===== config.mk =====
export PLATFORM = sky130hd
export DESIGN_NAME = rpsc_ff_annunciator
export DESIGN_NICKNAME = d
export VERILOG_FILES = /design/src/rtl/rpsc_ff_annunciator.sv
export SDC_FILE = /design/constraint.sdc
export NUM_CORES = 1
export LEC_CHECK = 0
export BUFFER_PORTS_ARGS = -buffer_cell sky130_fd_sc_hd__buf_2
export CAP_MARGIN = 0
export CORE_UTILIZATION = 60
export CTS_CLUSTER_DIAMETER = 40
export CTS_CLUSTER_SIZE = 25
export DETAILED_ROUTE_END_ITERATION = 10
export PLACE_DENSITY = 0.79
export SYNTH_ARGS = -nofsm -noshare
export SYNTH_HDL_FRONTEND = slang
export SYNTH_SLANG_ARGS = --single-unit

===== constraint.sdc =====
create_clock -name clk -period 1.98 [get_ports clk]
set_input_delay 0.099 -clock clk [delete_from_list [all_inputs] [get_ports clk]]
set_output_delay 0.099 -clock clk [all_outputs]
set_load 0.1 [all_outputs]

===== src/rtl/rpsc_ff_annunciator.sv =====
// rtl/rpsc_ff_annunciator.sv - first-fault annunciator with debounce, lock-in, ack, flash and first-out capture
module rpsc_ff_annunciator #(
  parameter int              N_CH         = 8,
  parameter int              DEBOUNCE_CYC = 4,
  parameter int              FLASH_DIV    = 16,
  parameter logic [N_CH-1:0] ILK_MASK     = '1
) (
  input  logic            clk,
  input  logic            reset,
  input  logic [N_CH-1:0] i_ff_in,
  input  logic            i_ack,
  input  logic            i_lamp_test,
  output logic [N_CH-1:0] o_ff_out,
  output logic [N_CH-1:0] o_ff_la,
  output logic [N_CH-1:0] o_first_out,
  output logic            o_emergency,
  output logic            o_interlock
);

  typedef enum logic [1:0] {
    ST_NORM = 2'd0,
    ST_ALM  = 2'd1,
    ST_ACK  = 2'd2
  } state_t;

  state_t          state     [N_CH];
  state_t          state_nxt [N_CH];
  logic [7:0]      db_cnt    [N_CH];
  logic [N_CH-1:0] sync1;
  logic [N_CH-1:0] sync2;
  logic [N_CH-1:0] filt;
  logic [15:0]     flash_cnt;
  logic            flash_phase;
  logic            ack_q;

  logic            ack_ev;
  logic            flash_wrap;
  logic            phase_nxt;
  logic            all_norm;
  logic [N_CH-1:0] enter;
  logic [N_CH-1:0] enter_low;
  logic [N_CH-1:0] first_base;
  logic [N_CH-1:0] first_nxt;
  logic [N_CH-1:0] ff_nxt;
  logic [N_CH-1:0] la_nxt;

  always_comb begin
    ack_ev     = i_ack & ~ack_q;
    flash_wrap = (flash_cnt == 16'(FLASH_DIV - 1));
    phase_nxt  = flash_wrap ? ~flash_phase : flash_phase;
    all_norm   = 1'b1;
    enter      = '0;
    ff_nxt     = '0;
    la_nxt     = '0;
    for (int i = 0; i < N_CH; i++) begin
      state_nxt[i] = state[i];
      case (state[i])
        ST_NORM: if (filt[i]) state_nxt[i] = ST_ALM;
        ST_ALM:  if (ack_ev) state_nxt[i] = filt[i] ? ST_ACK : ST_NORM;
        ST_ACK:  if (!filt[i]) state_nxt[i] = ST_NORM;
        default: state_nxt[i] = ST_NORM;
      endcase
      if (state[i] != ST_NORM) all_norm = 1'b0;
      enter[i]  = (state[i] == ST_NORM) && (state_nxt[i] == ST_ALM);
      ff_nxt[i] = (state_nxt[i] != ST_NORM);
      la_nxt[i] = ((state_nxt[i] == ST_ALM) && phase_nxt) || (state_nxt[i] == ST_ACK);
    end
    // Lowest-index new alarm wins when several arrive on the same edge.
    enter_low = '0;
    for (int i = N_CH - 1; i >= 0; i--) begin
      if (enter[i]) enter_low = '0;
      if (enter[i]) enter_low[i] = 1'b1;
    end
    first_base = all_norm ? '0 : o_first_out;
    first_nxt  = (first_base == '0) ? enter_low : first_base;
  end

  always_ff @(posedge clk) begin
    if (reset) begin
      sync1       <= '0;
      sync2       <= '0;
      filt        <= '0;
      flash_cnt   <= '0;
      flash_phase <= 1'b0;
      ack_q       <= 1'b0;
      o_ff_out    <= '0;
      o_ff_la     <= '0;
      o_first_out <= '0;
      o_emergency <= 1'b0;
      o_interlock <= 1'b0;
      for (int i = 0; i < N_CH; i++) begin
        state[i]  <= ST_NORM;
        db_cnt[i] <= '0;
      end
    end else begin
      sync1       <= i_ff_in;
      sync2       <= sync1;
      ack_q       <= i_ack;
      flash_cnt   <= flash_wrap ? 16'd0 : flash_cnt + 16'd1;
      flash_phase <= phase_nxt;
      for (int i = 0; i < N_CH; i++) begin
        // Count consecutive disagreeing samples; any agreement restarts the window.
        if (sync2[i] != filt[i]) begin
          if (db_cnt[i] == 8'(DEBOUNCE_CYC - 1)) begin
            filt[i]   <= sync2[i];
            db_cnt[i] <= '0;
          end else begin
            db_cnt[i] <= db_cnt[i] + 8'd1;
          end
        end else begin
          db_cnt[i] <= '0;
        end
        state[i] <= state_nxt[i];
      end
      o_ff_out    <= ff_nxt;
      o_ff_la     <= i_lamp_test ? '1 : la_nxt;
      o_first_out <= first_nxt;
      o_emergency <= |o_ff_out;
      o_interlock <= |(o_ff_out & ILK_MASK);
    end
  end

endmodule


==> impl_metrics.ini <==
[placement]
gp_congestion = 0.831
hpwlAfterDp_mm = 8.54
dp.cells = 855
placed_area_mm2 = 0.00703
port_buffers = 37

[synthesis]
synth_seq_cells = 147
synth_top_family_by_area = simple AND/OR/NAND/NOR gates
synth.mux.area_fraction_pct = 0.468
synthXorXnorAreaFrac_pct = 9.29
ys_seq_area_share_pct = 55.9
synth.avg_cell_area_um2 = 10.3
synth_ff_type = dfxtp_1
synth_top_area_cell = edfxtp_1
synthAdderAreaFrac_pct = 1.76
async_flop_share_pct = 0
synth_top_area_share_pct = 30.0
syn_inst = 624
yosys_warnings = 0
synth_compound_area_share_pct = 6.36
synthesis.area_mm2 = 0.00641
synth-edff-count = 64
synth.distinct_cells = 41
yosys.area_share.simple_pct = 24.6
ys_top_cells_by_area = edfxtp_1, dfxtp_1, nor2_1

[die]
ios = 38
dieWidth_um = 105
die-area_mm2 = 0.0111
start_util_pct = 62.1
fp.coreArea_mm2 = 0.0103
rows = 37
die_y_um = 105

[pwr]
ir_drop_mv = 0.780
powerDensity_mw_per_mm2 = 866
leakage_nw = 3.07

[sta]
period_minus_slack_ps = 1780
fmax_mhz = 563
max_slew.worst_pin.slew_ps = 698
skew_ps = 7.33
fin_crit_sh_pct = 89.7
finalHoldViolCount = 0
drv_slew = 0
setup_violations = 0
relSlewSlack_pct = 53.4
final.setup.tns_ps = 0
rsz0062_at_grt = no

[global_route]
grtUsageMet2_pct = 41.1
grt_use_met3_pct = 6.99
grt-busiest-layer = met2
track_usage_pct = 24.6
antenna_found_initial = 0
grt_pass1_vias = 4700
overflow = 0
grt_max_degree = 27
grt_pass1_wl_mm = 21.3
grt_use_met1_pct = 29.7

[clock_network]
cts_tree = yes
insertion_delay_ps = 530
cts.reportedPaths.clkPinSlew_ps = 60
cts_setup_buffers = 0
clk_path_buf_depth = 2
cts_max_level = 4
cts_num_sinks = 147
numCtsBuffers = 17
cts_resized = 0
cts_root_buf = clkbuf_8

[layout]
nNetsFinal = 773
final_cell_mix = nor2_1, dfxtp_1, edfxtp_1, conb_1, nand3_1
fin_cells = 901
final_common_cell = nor2_1
diodes = 0
syn2layout_area_growth_pct = 20.7
fill_cells = 689
final_area_mm2 = 0.00773
drive_gt1_share_pct = 10.6

[flow_run]
max_cap_viol_count = 0

[detailed_routing]
wl_mm = 12.4
drt_drc_violations_left = 0
first_pass_iters = 4
vias_per_cell = 5.35
first_iter_violations = 282
antenna_left = 0
wl_per_cell_um = 13.7
num_vias = 4823

[critical_path]
max_stage_delay_ps = 400
cp_max_fo = 7
critPathKind = reg -> reg
crit_required_ps = 2260
crit_path_top_delay_cell = edfxtp_1
crit_path_start_kind = flop
worst_setup_path_end_kind = flop
cp.arrival_ps = 2050
path_cells = ha_1 > nor4b_1 > nand2_1 > nand2_1 > nor2_1
critPathMostFrequentCell = nand2_1

[hold_path]
hp-class = in -> reg

[outcome]
status = complete, no violations
worst paths after layout:
path / startpoint / endpoint / slack, ps / cells after the start
min reg2reg: sync1[3]$_SDFF_PP0_ / sync2[3]$_SDFF_PP0_ / 430 / 1
min: i_lamp_test / o_ff_la[4]$_SDFF_PP0_ / 100 / 4
max: db_cnt[1][24]$_SDFFCE_PP0P_ / db_cnt[1][31]$_SDFFCE_PP0P_ / 200 / 5
max reg2reg: db_cnt[1][24]$_SDFFCE_PP0P_ / db_cnt[1][31]$_SDFFCE_PP0P_ / 200 / 5
sequential cells by signal, summed over array words and instances (netlist names):
register,count
filt,8
state,16
sync2,8
flash_cnt,16
o_ff_la,8
o_interlock,1
db_cnt,64
o_ff_out,8
o_first_out,8
flash_phase,1
sync1,8
ack_q,1
report_power, final:
part	internal (W)	switching (W)
Combinational	0.000120	0.000211
Sequential	0.00325	0.0000763
Clock	0.00182	0.00121
Yosys cell counts (2+ instances only):
library cell and count:
nor3b_1 6, a21o_1 8, nor4_1 16, nor3_1 8, or4_1 2, xor2_1 37, clkbuf_1 9, dfxtp_1 83
nand2b_1 2, xnor2_1 31, nor4bb_1 8, ha_1 9, nand4_1 6, and4_1 3, or3_1 3, o2bb2ai_1 2
or3b_2 2, o32ai_1 2, nor2_1 109, nand3_1 45, or3_4 2, a2111o_1 7, o21ai_0 27, nor4b_1 6
edfxtp_1 64, and3_1 25, mux2i_1 3, inv_1 13, nand2_1 35, a21oi_1 15, nor2b_1 26
layer usage:
| metal | vias to the layer above | part of all wire (%) |
|---|---|---|
| li1 | 2410 | - |
| met1 | 2290 | 45 |
| met2 | 96 | 49 |
| met3 | 27 | 3.7 |
| met4 | 0 | 2.1 |
| met5 | - | 0 |
what timing repair did:
item	CTS	global route
hold buffers	14	0
endpoints found under the hold margin	15	0
setup endpoints to repair	0	0
cell type report:
cell class	instances	area [µm²]	area share [%]
well taps	136	170	2.20
repair buffers	58	403	5.21
multi-input cells	515	2960	38.3
flip-flops and latches	147	3580	46.3
clock inverters	13	134	1.73
inverters	13	48.8	0.631
clock buffers	19	432	5.58
cells by family after synthesis:
group                    Yosys count
AND/OR/NAND/NOR                  307
flip-flops                       147
XOR/XNOR                          68
AO/OA/AOI/OAI                     64
buffers and inverters             25
adder cells (fa/ha/maj)            9
multiplexers                       3
other                              1
worst max-delay path, delay by kind of cell (launching register included):
| kind | cells | cell delay (ps) |
|---|---|---|
| flops | 1 | 400 |
| simple gates | 4 | 900 |
| fa+ha+maj | 1 | 220 |
per-stage QoR:
step	hold slack (ps)	setup WS [ps]	util, %	total power [W]
4_1_cts	67.7	201	74.9	0.00674
3_5_place_dp	315	209	68.1	0.00369
5_1_grt	127	33.7	74.9	0.00692
3_3_place_gp	311	288	68.1	0.00368
6_report	100	205	74.9	0.00670
2_1_floorplan	227	106	-	0.00361
No activity file was read; power rests on OpenSTA's default activity.
